--- src/rtl/fetch_unit.sv ---
`timescale 1ns/1ps
`default_nettype none
// ============================================================================
//  Module   : fetch_unit
//  Purpose  : Decoupled instruction fetch front end with in-flight PC tracking,
//             a {pc, instr} fetch queue and redirect with stale-response drop.
//  Revision : 1.0  initial release
// ============================================================================
module fetch_unit #(
  parameter int              XLEN     = 32,
  parameter logic [XLEN-1:0] RESET_PC = '0,
  parameter int              FQ_DEPTH = 4
) (
  input  logic            clk,
  input  logic            reset,
  input  logic            redirect_valid,
  input  logic [XLEN-1:0] redirect_pc,
  output logic            imem_req_valid,
  input  logic            imem_req_ready,
  output logic [XLEN-1:0] imem_req_addr,
  input  logic            imem_rsp_valid,
  input  logic [31:0]     imem_rsp_data,
  output logic            out_valid,
  input  logic            out_ready,
  output logic [XLEN-1:0] out_pc,
  output logic [XLEN-1:0] out_pc_plus4,
  output logic [31:0]     out_instr
);

  localparam int PW = (FQ_DEPTH > 1) ? $clog2(FQ_DEPTH) : 1;
  localparam int CW = $clog2(FQ_DEPTH) + 1;

  logic [XLEN-1:0] fetch_pc_q, fetch_pc_d;
  logic [XLEN-1:0] pcf_q [FQ_DEPTH];
  logic [XLEN-1:0] pcf_d [FQ_DEPTH];
  logic [PW-1:0]   pcf_wr_q, pcf_wr_d, pcf_rd_q, pcf_rd_d;
  logic [XLEN-1:0] fq_pc_q [FQ_DEPTH];
  logic [XLEN-1:0] fq_pc_d [FQ_DEPTH];
  logic [31:0]     fq_instr_q [FQ_DEPTH];
  logic [31:0]     fq_instr_d [FQ_DEPTH];
  logic [PW-1:0]   fq_wr_q, fq_wr_d, fq_rd_q, fq_rd_d;
  logic [CW-1:0]   fq_count_q, fq_count_d;
  logic [CW-1:0]   inflight_q, inflight_d;
  logic [CW-1:0]   drop_cnt_q, drop_cnt_d;

  logic [CW:0]     credit_used;
  logic            req_fire, rsp_eff, rsp_drop, rsp_keep, out_fire;
  logic            unused_redirect_lsbs;

  // Credits cover both queued and in-flight entries, so a response always has a slot.
  assign credit_used    = {1'b0, fq_count_q} + {1'b0, inflight_q};
  assign imem_req_valid = !reset && !redirect_valid && (credit_used < (CW+1)'(FQ_DEPTH));
  assign imem_req_addr  = fetch_pc_q;

  assign req_fire = imem_req_valid && imem_req_ready;
  assign rsp_eff  = imem_rsp_valid && (inflight_q != '0);
  assign rsp_drop = rsp_eff && (drop_cnt_q != '0);
  assign rsp_keep = rsp_eff && (drop_cnt_q == '0);
  assign out_fire = out_valid && out_ready;

  assign out_valid    = (fq_count_q != '0);
  assign out_pc       = fq_pc_q[fq_rd_q];
  assign out_pc_plus4 = out_pc + XLEN'(4);
  assign out_instr    = fq_instr_q[fq_rd_q];

  assign unused_redirect_lsbs = ^redirect_pc[1:0];

  always_comb begin
    fetch_pc_d = fetch_pc_q;
    pcf_d      = pcf_q;
    pcf_wr_d   = pcf_wr_q;
    pcf_rd_d   = pcf_rd_q;
    fq_pc_d    = fq_pc_q;
    fq_instr_d = fq_instr_q;
    fq_wr_d    = fq_wr_q;
    fq_rd_d    = fq_rd_q;
    fq_count_d = fq_count_q;
    inflight_d = inflight_q;
    drop_cnt_d = drop_cnt_q;

    if (redirect_valid) begin
      // Everything still outstanding becomes stale, minus a response landing now.
      fetch_pc_d = {redirect_pc[XLEN-1:2], 2'b00};
      pcf_wr_d   = '0;
      pcf_rd_d   = '0;
      fq_wr_d    = '0;
      fq_rd_d    = '0;
      fq_count_d = '0;
      inflight_d = inflight_q - CW'(rsp_eff);
      drop_cnt_d = inflight_q - CW'(rsp_eff);
    end else begin
      if (req_fire) begin
        fetch_pc_d      = fetch_pc_q + XLEN'(4);
        pcf_d[pcf_wr_q] = fetch_pc_q;
        pcf_wr_d        = pcf_wr_q + PW'(1);
      end
      if (rsp_keep) begin
        fq_pc_d[fq_wr_q]    = pcf_q[pcf_rd_q];
        fq_instr_d[fq_wr_q] = imem_rsp_data;
        fq_wr_d             = fq_wr_q + PW'(1);
        pcf_rd_d            = pcf_rd_q + PW'(1);
      end
      if (out_fire) begin
        fq_rd_d = fq_rd_q + PW'(1);
      end
      if (rsp_drop) begin
        drop_cnt_d = drop_cnt_q - CW'(1);
      end
      fq_count_d = fq_count_q + CW'(rsp_keep) - CW'(out_fire);
      inflight_d = inflight_q + CW'(req_fire) - CW'(rsp_eff);
    end
  end

  always_ff @(posedge clk) begin
    if (reset) begin
      fetch_pc_q <= RESET_PC;
      pcf_q      <= '{default: '0};
      pcf_wr_q   <= '0;
      pcf_rd_q   <= '0;
      fq_pc_q    <= '{default: '0};
      fq_instr_q <= '{default: '0};
      fq_wr_q    <= '0;
      fq_rd_q    <= '0;
      fq_count_q <= '0;
      inflight_q <= '0;
      drop_cnt_q <= '0;
    end else begin
      fetch_pc_q <= fetch_pc_d;
      pcf_q      <= pcf_d;
      pcf_wr_q   <= pcf_wr_d;
      pcf_rd_q   <= pcf_rd_d;
      fq_pc_q    <= fq_pc_d;
      fq_instr_q <= fq_instr_d;
      fq_wr_q    <= fq_wr_d;
      fq_rd_q    <= fq_rd_d;
      fq_count_q <= fq_count_d;
      inflight_q <= inflight_d;
      drop_cnt_q <= drop_cnt_d;
    end
  end

endmodule
`default_nettype wire

--- config.mk ---
export PLATFORM = sky130hd
export DESIGN_NAME = fetch_unit
export DESIGN_NICKNAME = d
export VERILOG_FILES = /design/src/rtl/fetch_unit.sv
export SDC_FILE = /design/constraint.sdc
export NUM_CORES = 1
export LEC_CHECK = 0
export CORE_MARGIN = 8
export CORE_UTILIZATION = 57
export DETAILED_ROUTE_END_ITERATION = 7
export DONT_BUFFER_PORTS = 1
export PLACE_DENSITY = 0.85
export SLEW_MARGIN = 5
export SYNTH_ARGS = -nofsm -noshare
export SYNTH_HDL_FRONTEND = slang
export SYNTH_SLANG_ARGS = --single-unit
--- constraint.sdc ---
create_clock -name clk -period 3.4 [get_ports clk]
set_input_delay 1.02 -clock clk [delete_from_list [all_inputs] [get_ports clk]]
set_output_delay 1.02 -clock clk [all_outputs]
set_load 0.05 [all_outputs]
==> results of run 1 <==
## cell families (layout without fill, tap and decap cells)
logic type | Yosys count | in the layout
and+or+nand+nor | 927 | 927
AOI/OAI and AO/OA | 457 | 457
DFF | 415 | 415
buffers and inverters | 219 | 230
muxes | 98 | 98
xor gates and xnor gates | 46 | 46
adders and majority gates | 22 | 22
other | 1 | 6
## worst reg2reg max path, stage by stage, from the launching register on
cell     delay [ps]
dfxtp_1         340
or3_1           620
and2_1          380
ha_1            310
inv_1            40
ha_1            180
fa_1            380
xnor2_1         200
xnor2_1         140
nor2_1           60
## repair_timing
item                                   CTS  global route
resized for setup                       56            25
setup endpoints to repair               47            39
gates cloned                             1             0
pin swaps                               28            18
buffers inserted                        12             6
endpoints found under the hold margin    0             0
## final timing paths
check	to	depth (start not counted)
worst max register to register	fq_count_q[2]	9
worst min-delay path	fq_instr_q[35]	2
worst max-delay path	out_pc_plus4[31]	9
worst min register to register	fq_instr_q[35]	2
## synth_stat cells (2+ instances only)
library cell | number | area [um2]
nor4_1 | 3 | 18.8
a21oi_1 | 403 | 2020
nor2_1 | 57 | 214
ha_1 | 20 | 250
mux2i_1 | 5 | 50.1
a31oi_1 | 12 | 75.1
a41oi_1 | 3 | 26.3
nor3_1 | 9 | 45.0
nor2_2 | 2 | 12.5
buf_2 | 53 | 265
nand3_2 | 4 | 40.0
clkbuf_2 | 2 | 10.0
a221oi_1 | 2 | 17.5
nand4_1 | 9 | 56.3
inv_1 | 22 | 82.6
a22oi_1 | 7 | 52.6
nand2b_1 | 6 | 37.5
o21a_1 | 2 | 15.0
mux4_1 | 13 | 342
mux4_2 | 79 | 1780
and4_4 | 2 | 22.5
o21ai_0 | 20 | 100
a32oi_1 | 4 | 35.0
buf_4 | 7 | 52.6
and4_1 | 6 | 52.6
nand4b_1 | 2 | 17.5
nor4b_2 | 2 | 30.0
and3_1 | 10 | 62.6
xor2_1 | 11 | 96.3
fa_1 | 2 | 40.0
nor2b_1 | 2 | 12.5
nand2_1 | 656 | 2460
buf_1 | 4 | 15.0
dfxtp_1 | 415 | 8310
clkbuf_1 | 127 | 477
xnor2_1 | 35 | 307
nand3_1 | 131 | 656
and2_1 | 17 | 106
## through the flow
stage / cells / hold slack, ps / setup TNS [ps] / cell area (um2) / util (%)
finish: 2609 / 452 / -7620 / 21600 / 67.0
floorplan: 2190 / 432 / -815 / 18800 / -
detailed placement: 2522 / 440 / 0 / 19800 / 61.4
CTS: 2605 / 449 / -7780 / 21400 / 66.5
global route: 2609 / 465 / -8940 / 21600 / 67.0
global placement: 2522 / 434 / 0 / 19800 / 61.4
## power breakdown
group | switching (W) | leakage (nW) | internal [W]
Clock | 0.00190 | 0.623 | 0.00246
Combinational | 0.000888 | 3.25 | 0.000442
Sequential | 0.000131 | 3.35 | 0.00498
Total | 0.00292 | 7.23 | 0.00789
## final cells by class
cell class	count	share of cell area (%)
inverters	23	0.406
clock buffers	63	5.61
repair buffers	136	7.20
clock inverters	8	0.348
multi-input cells	1556	45.6
flip-flops and latches	415	38.5
well taps	408	2.36
## state kept, by name (all words and copies together) (netlist names)
| name | cells |
|---|---|
| drop_cnt_q | 3 |
| fq_count_q | 3 |
| fq_instr_q | 128 |
| fq_pc_q | 120 |
| fq_rd_q | 2 |
| fq_wr_q | 2 |
| imem_req_addr | 30 |
| inflight_q | 3 |
| pcf_q | 120 |
| pcf_rd_q | 2 |
| pcf_wr_q | 2 |
## routing by layer
layer / up-vias / global-route usage [%] / share of wire (%)
met1: 7656 / 31.3 / 37
met2: 890 / 44.0 / 49
met3: 121 / 6.56 / 11
met4: 0 / 10.1 / 3.1
met5: - / 0 / 0
li1: 7391 / - / -
==> impl_metrics.tcl, run 1 <==
set metrics [dict create \
    status "complete, but fails checks" \
    violations "setup timing" \
    hp-class "flip-flop to flip-flop" \
    grt_pass1_wl_um 82600 \
    max_clock_freq_mhz 263 \
    clock_path_buffers 3 \
    core_area_um2 32200 \
    arrival_ps 2780 \
    drv_cap 0 \
    timing.rr.start "fq_count_q[1]" \
    drtPass1Iterations 6 \
    fin_crit_ps 3800 \
    muxShareOfSynthArea_pct 11.8 \
    p_leak_nw 7.23 \
    drive_above_1_share_pct 17.1 \
    htree_levels 2 \
    wl_per_cell_um 19.9 \
    synth.cell_area_um2 18400 \
    synth-async-reset-ratio_pct 0 \
    cts_buffers 41 \
    slew_violations 0 \
    cp.required_ps 2380 \
    first_global_vias 16200 \
    fp.dieH_um 196 \
    grt_max_degree 407 \
    fin_ws_ps -402 \
    finClkSkew_ps 21.9 \
    cp-end-kind "output pin" \
    cts_tree "done" \
    n_antenna_cell 0 \
    synth_compound_area_share_pct 12.8 \
    clockRootBuffer "clkbuf_16" \
    cpPeakStageDelay_ps 410 \
    worstMarginPinSlew_ps 980 \
    critPathLaunch "fq_rd_q[0]" \
    crit_type "flip-flop to output pin" \
    post-route-period-util_pct 112 \
    cp-start-kind "flip-flop" \
    num_io_pins 200 \
    synthCells 2185 \
    synthSimpleGateAreaFrac_pct 21.4 \
    multi_input_area_um2 9830 \
    wirelength_um 51900 \
    synth_seq_cells 415 \
    numPortBuffers 0 \
    dieArea_um2 38400 \
    cts_sinks 415 \
    drt_iter0_markers 1760 \
    synthToLayoutAreaGrowth_pct 17.0 \
    seq_area_frac_synth_pct 45.0 \
    synth_cell_types 57 \
    rsz0062_at_grt "yes" \
    dp_hpwl_um 31200 \
    setup_viol 27 \
    hold_viol_final 0 \
    timing.slew.headroom_pct 34.6 \
    seq_area_um2 8320 \
    num_rows 66 \
    path_max_fanout 8 \
    cp_num_buf_inv 3 \
    yosys_most_used_dff "dfxtp_1" \
    gp_congestion 0.797 \
    peakVddDrop_uv 354 \
    die_x_um 196 \
    grt-ovfl-total 0 \
    final_cell_mix "nand2_1 (639), dfxtp_1 (411), a21oi_1 (403)" \
    holdBufCountCts 0 \
    nNetsFinal 2265 \
    final.fill_count 2350 \
    start_util_pct 57.3 \
    vias_per_cell 6.15 \
    mostFrequentLayoutCell "nand2_1" \
    antenna_left 0 \
    path_delay_family "simple AND/OR/NAND/NOR gates" \
    clock_latency_ps 550 \
    post-route-drc-count 0 \
    syn_area_per_cell_um2 8.44 \
    synth-edff-count 0 \
    p_per_area_nw_per_um2 501 \
    total_power_w 0.0108 \
    path_cells "buf_8 -> mux4_2 -> and4_4 -> nand2_8 -> nor3_4 -> buf_6 -> nand3_4 -> xnor2_4 -> buf_12" \
    dp_slack_ps 15.5 \
    min_from "fq_instr_q[35]" \
    ff2ff_setup_slack_ps 630 \
    slowest_stage "dfxtp_4" \
    gr-usage-all-layers_pct 25.9 \
    synth_top_family_by_area "simple AND/OR/NAND/NOR gates" \
    synthAdderAreaFrac_pct 1.57 \
    synthXorXnorAreaFrac_pct 2.18 \
    yosys_warnings 0 \
    clk_pin_slew_worst_paths_ps 60 \
    antenna_found_initial 0 \
    dr_total_vias 16100 \
]
No activity file was read; power rests on OpenSTA's default activity.
==> run 2: changes to the inputs <==
--- a/config.mk
+++ b/config.mk
@@ -10,6 +10,7 @@
 export DETAILED_ROUTE_END_ITERATION = 7
 export DONT_BUFFER_PORTS = 1
 export PLACE_DENSITY = 0.85
+export REMOVE_ABC_BUFFERS = 1
 export SLEW_MARGIN = 5
 export SYNTH_ARGS = -nofsm -noshare
 export SYNTH_HDL_FRONTEND = slang
==> run 2 against run 1 <==
  * Sequential cell count stayed put
  * Critical path depth stayed put
  * Core utilization is 1.6 points lower
  * The flow finishes with violations (slew limit, setup timing)
  * Via count is 0.58% lower
  * Final cell count is 0.88% higher
  * Setup slack better by 5.1 ps
  * Global-route usage is 0.49 points lower
  * Fmax is 0.13% higher
  * Clock power is 5.3% higher
  * Wire length is 1.4% lower
==> impl_metrics.tcl, run 2 (synthesized netlist as in run 1, its figures left out) <==
set metrics [dict create \
    clock_path_buffers 3 \
    fin_cells 2632 \
    cp-start-kind "flip-flop" \
    wl_per_cell_um 19.4 \
    start_util_pct 57.3 \
    arrival_ps 2780 \
    path_cells "buf_12 -> buf_12 -> mux4_2 -> and4_4 -> nand2_4 -> buf_4 -> nor4_4 -> xor2_1 -> buf_4" \
    slowest_stage "dfxtp_4" \
    nNetsFinal 2283 \
    largest_reg_flops 128 \
    power_report.internal_total_w 0.00809 \
    cp.required_ps 2380 \
    top_regs "fq_instr_q (128), fq_pc_q (120), pcf_q (120)" \
    pwr-share-seq_pct 46.1 \
    timing.slew.headroom_pct -1.50 \
    clockRootBuffer "clkbuf_16" \
    slew_violations 41 \
    clockPowerShare_pct 41.6 \
    vias_per_cell 6.07 \
    cpPeakStageDelay_ps 380 \
    mostFrequentLayoutCell "nand2_1" \
    hold_viol_final 0 \
    hp-class "flip-flop to flip-flop" \
    cts_tree "done" \
    fin_ws_ps -397 \
    grt_max_degree 407 \
    wirelength_um 51200 \
    core_area_um2 32200 \
    drtPass1Iterations 5 \
    worstMarginPinSlew_ps 1520 \
    numPortBuffers 0 \
    clock_latency_ps 560 \
    power.net_switching_w 0.00296 \
    htree_levels 2 \
    p_per_area_nw_per_um2 525 \
    antenna_found_initial 0 \
    dp_hpwl_um 30900 \
    fin_crit_ps 3800 \
    gp_congestion 0.780 \
    rsz0062_at_grt "yes" \
    antenna_left 0 \
    drv_cap 0 \
    finClkSkew_ps 22.5 \
    dr_total_vias 16000 \
    final_cell_mix "nand2_1 (647), dfxtp_1 (411), a21oi_1 (403)" \
    drive_above_1_share_pct 16.5 \
    num_rows 66 \
    path_max_fanout 5 \
    post-route-drc-count 0 \
    largest-register "fq_instr_q" \
    clk_pin_slew_worst_paths_ps 60 \
    synthToLayoutAreaGrowth_pct 14.2 \
    cts_sinks 415 \
    setup_viol 29 \
    peakVddDrop_uv 347 \
    die_x_um 196 \
    total_power_w 0.0111 \
    cp-end-kind "output pin" \
    n_antenna_cell 0 \
    netSwitchingFraction_pct 26.8 \
    violations "slew limit, setup timing" \
    power_frac_comb_pct 12.4 \
    p_leak_nw 7.10 \
    dp_cells 2528 \
    grt_pass1_wl_um 80600 \
    path_delay_family "simple AND/OR/NAND/NOR gates" \
    cp_num_buf_inv 4 \
    status "complete, but fails checks" \
    dieArea_um2 38400 \
    gr-usage-all-layers_pct 25.4 \
    grt-ovfl-total 0 \
    fp.dieH_um 196 \
    cts_buffers 42 \
    max_clock_freq_mhz 263 \
    drt_iter0_markers 1550 \
    post-route-period-util_pct 112 \
    num_io_pins 200 \
    first_global_vias 15900 \
    crit_type "flip-flop to output pin" \
]
run 2: changes by cell type in the layout (fill, tap and decap cells not counted), moves of 6 or more:
cell,previous run,this run
nand3_2,2,8
xnor2_4,14,0
buf_4,82,121
buf_12,34,14
nand2_1,639,647
xnor2_1,14,30
nand3_4,9,2
run 2: area by class of cell:
class	instances	area, um2
clock buffers	61	1180
clock inverters	16	183
fillers	2488	11100
inverters	23	86.3
multi-input cells	1556	9370
flip-flops and latches	415	8320
well taps	408	510
repair buffers	153	1410
run 2: worst register-to-register path, cell delays in order (launching register included):
cell	delay (ps)
dfxtp_1	430
ha_1	270
nor2_1	110
and4_4	260
clkinv_1	80
ha_1	280
inv_1	40
ha_1	180
fa_1	380
xor2_1	150
o21ai_0	190
xnor2_1	140
nor2_1	50
run 2: worst paths after layout:
kind	startpoint	endpoint	slack, ps	cells after the start
max	fq_rd_q[0]	out_pc_plus4[21]	-400	9
min	pcf_q[29]	pcf_q[29]	450	2
max reg2reg	inflight_q[2]	inflight_q[2]	670	12
min reg2reg	pcf_q[29]	pcf_q[29]	450	2
run 2: repair_timing:
action	in CTS	in global routing
gates resized for setup	43	29
setup endpoints to repair	51	28
buffers inserted	17	10
endpoints found under the hold margin	0	0
hold buffers	0	0
cloned	1	0
pin swaps	13	17
run 2: per-layer routing:
metal,GRT usage (%),routed length (um),up-vias
met5,0,0,-
met4,9.35,1440,0
met3,5.23,4870,114
met2,44.1,25200,763
met1,30.9,19600,7646
li1,-,-,7442
run 2: through the flow:
step / setup TNS (ps) / util, % / hold slack (ps) / setup slack, ps / area (um2)
6_report: -7980 / 65.4 / 452 / -397 / 21100
5_1_grt: -9210 / 65.4 / 471 / -459 / 21100
4_1_cts: -7720 / 64.8 / 452 / -383 / 20900
3_5_place_dp: -3.63 / 59.7 / 444 / -3.63 / 19200
3_3_place_gp: 0 / 59.7 / 437 / 58.6 / 19200
2_1_floorplan: -442520 / - / 425 / -3730 / 17600
run 2: power groups by stage:
stage	registers (W)	logic [W]	clock network [W]
after floorplan	0.00529	0.000858	0
after global placement	0.00520	0.00127	0
after detailed placement	0.00521	0.00131	0
after CTS	0.00509	0.00136	0.00463
after global routing	0.00511	0.00147	0.00484
final	0.00509	0.00137	0.00460
==> run 3: changes to the inputs <==
--- a/config.mk
+++ b/config.mk
@@ -6,10 +6,10 @@
 export NUM_CORES = 1
 export LEC_CHECK = 0
 export CORE_MARGIN = 8
-export CORE_UTILIZATION = 57
+export CORE_UTILIZATION = 45
 export DETAILED_ROUTE_END_ITERATION = 7
 export DONT_BUFFER_PORTS = 1
-export PLACE_DENSITY = 0.85
+export PLACE_DENSITY = 0.72
 export REMOVE_ABC_BUFFERS = 1
 export SLEW_MARGIN = 5
 export SYNTH_ARGS = -nofsm -noshare
==> run 3 against run 2 <==
  * The flow finishes with violations (setup timing)
  * Sequential power hardly changed
  * Total power increased by 2.6%
  * Register-to-register slack got worse by 20 ps
  * Largest cell class unchanged
==> impl_metrics.tcl, run 3 (synthesized netlist as in run 1, its figures left out) <==
set metrics [dict create \
    cp-end-kind "output pin" \
    numPortBuffers 0 \
    grt_pass1_wl_um 83300 \
    total_power_w 0.0113 \
    clk_pin_slew_worst_paths_ps 60 \
    seq_area_um2 8320 \
    antenna_found_initial 0 \
    cts_tree "done" \
    gr-usage-all-layers_pct 21.3 \
    dieArea_um2 47700 \
    synthToLayoutAreaGrowth_pct 16.8 \
    wl_per_cell_um 19.0 \
    wirelength_um 52400 \
    first_global_vias 15400 \
    final.fill_count 3619 \
    p_leak_nw 7.24 \
    final_cell_mix "nand2_1 (643), dfxtp_1 (411), a21oi_1 (403)" \
    top_regs "fq_instr_q (128), fq_pc_q (120), pcf_q (120)" \
    core_area_um2 40600 \
    slowest_stage "dfxtp_4" \
    largest-register "fq_instr_q" \
    max_clock_freq_mhz 271 \
    ff2ff_setup_slack_ps 650 \
    start_util_pct 45.4 \
    post-route-period-util_pct 109 \
    multi_input_area_um2 9450 \
    setup_viol 42 \
    antenna_left 0 \
    dp_hpwl_um 33300 \
    finClkSkew_ps 14.9 \
    p_per_area_nw_per_um2 526 \
    n_antenna_cell 0 \
    setup_tns_ps -6640 \
    hold_viol_final 0 \
    num_io_pins 200 \
    htree_levels 2 \
    nNetsFinal 2294 \
    drt_iter0_markers 1283 \
    path_max_fanout 8 \
    hp-class "flip-flop to flip-flop" \
    gp_congestion 0.760 \
    clock_latency_ps 550 \
    status "complete, but fails checks" \
    fin_crit_ps 3690 \
    fin_cells 2766 \
    vias_per_cell 5.65 \
    cp.required_ps 2380 \
    drtPass1Iterations 5 \
    final_util_pct 53.0 \
    clockRootBuffer "clkbuf_16" \
    peakVddDrop_uv 385 \
    rsz0062_at_grt "yes" \
    drive_above_1_share_pct 17.8 \
    fin_ws_ps -289 \
    drv_cap 0 \
    cp_num_buf_inv 3 \
    dp_slack_ps 42.4 \
    cp-start-kind "flip-flop" \
    path_cells "buf_8 -> mux4_2 -> and2_4 -> nand3_4 -> buf_4 -> nor4_2 -> xor2_1 -> buf_6" \
    mostFrequentLayoutCell "nand2_1" \
    violations "setup timing" \
    arrival_ps 2670 \
    dp_cells 2667 \
    grt_max_degree 407 \
    die_x_um 218 \
    cpPeakStageDelay_ps 400 \
    post-route-drc-count 0 \
    holdBufCountCts 0 \
    largest_reg_flops 128 \
    fp.dieH_um 218 \
    num_rows 74 \
    timing.slew.headroom_pct 38.8 \
    dr_total_vias 15600 \
    cts_buffers 44 \
    grt-ovfl-total 0 \
    path_delay_family "simple AND/OR/NAND/NOR gates" \
    worstMarginPinSlew_ps 916 \
    clock_path_buffers 3 \
    cts_sinks 415 \
    slew_violations 0 \
    crit_type "flip-flop to output pin" \
]
==> run 3: changes by cell type in the layout (fill, tap and decap cells not counted), moves of 3 or more <==
| cell | change |
|---|---|
| clkbuf_1 | -5 |
| clkbuf_16 | +3 |
| buf_4 | -4 |
| clkbuf_8 | +3 |
| xnor2_1 | -6 |
| xnor2_2 | +5 |
| buf_6 | +11 |
| nand2_1 | -4 |
| nand2_2 | +4 |
| clkinv_2 | +3 |
==> run 3: final cells by class <==
class	instances	share of cell area (%)
clock buffers	63	6.00
clock inverters	15	0.842
inverters	23	0.401
multi-input cells	1556	43.8
flip-flops and latches	415	38.6
well taps	532	3.09
repair buffers	162	7.22
==> run 3: metal layers <==
layer,vias to the layer above,wire [um],GRT usage [%]
met3,86,3740,4.13
met5,-,0,0
met1,7585,21100,26.5
met2,517,26400,37.2
met4,0,1160,5.58
li1,7444,-,-
==> run 3: report_power, final <==
| group | total (W) | switching, W | internal [W] |
|---|---|---|---|
| Clock | 0.00488 | 0.00193 | 0.00294 |
| Sequential | 0.00510 | 0.000115 | 0.00498 |
| Combinational | 0.00137 | 0.000907 | 0.000461 |
==> run 3: tightest hold or removal path: cells and delay by family (launching register included) <==
family / cells / cell delay (ps)
flip-flops: 1 / 310
AND/OR/NAND/NOR: 1 / 50
AO/OA/AOI/OAI: 1 / 50
==> run 3: timing repair <==
| action | in CTS | in global routing |
|---|---|---|
| setup buffers | 12 | 11 |
| pin swaps | 11 | 19 |
| resized for setup | 48 | 62 |
| gates cloned | 2 | 0 |
| setup endpoints to repair | 53 | 52 |
==> run 3: stage by stage <==
stage	hold slack (ps)	cell area [um2]
after detailed placement	442	19500
after CTS	451	21200
after floorplan	425	17600
after global routing	465	21500
after global placement	435	19500
final	449	21500
==> run 3: path summary, 6_finish.rpt <==
check / from / endpoint / cells after the start
setup / recovery: fq_rd_q[0] / out_pc_plus4[21] / 8
hold / removal: fq_instr_q[89] / fq_instr_q[89] / 2
setup reg to reg: inflight_q[2] / inflight_q[2] / 12
hold reg to reg: fq_instr_q[89] / fq_instr_q[89] / 2
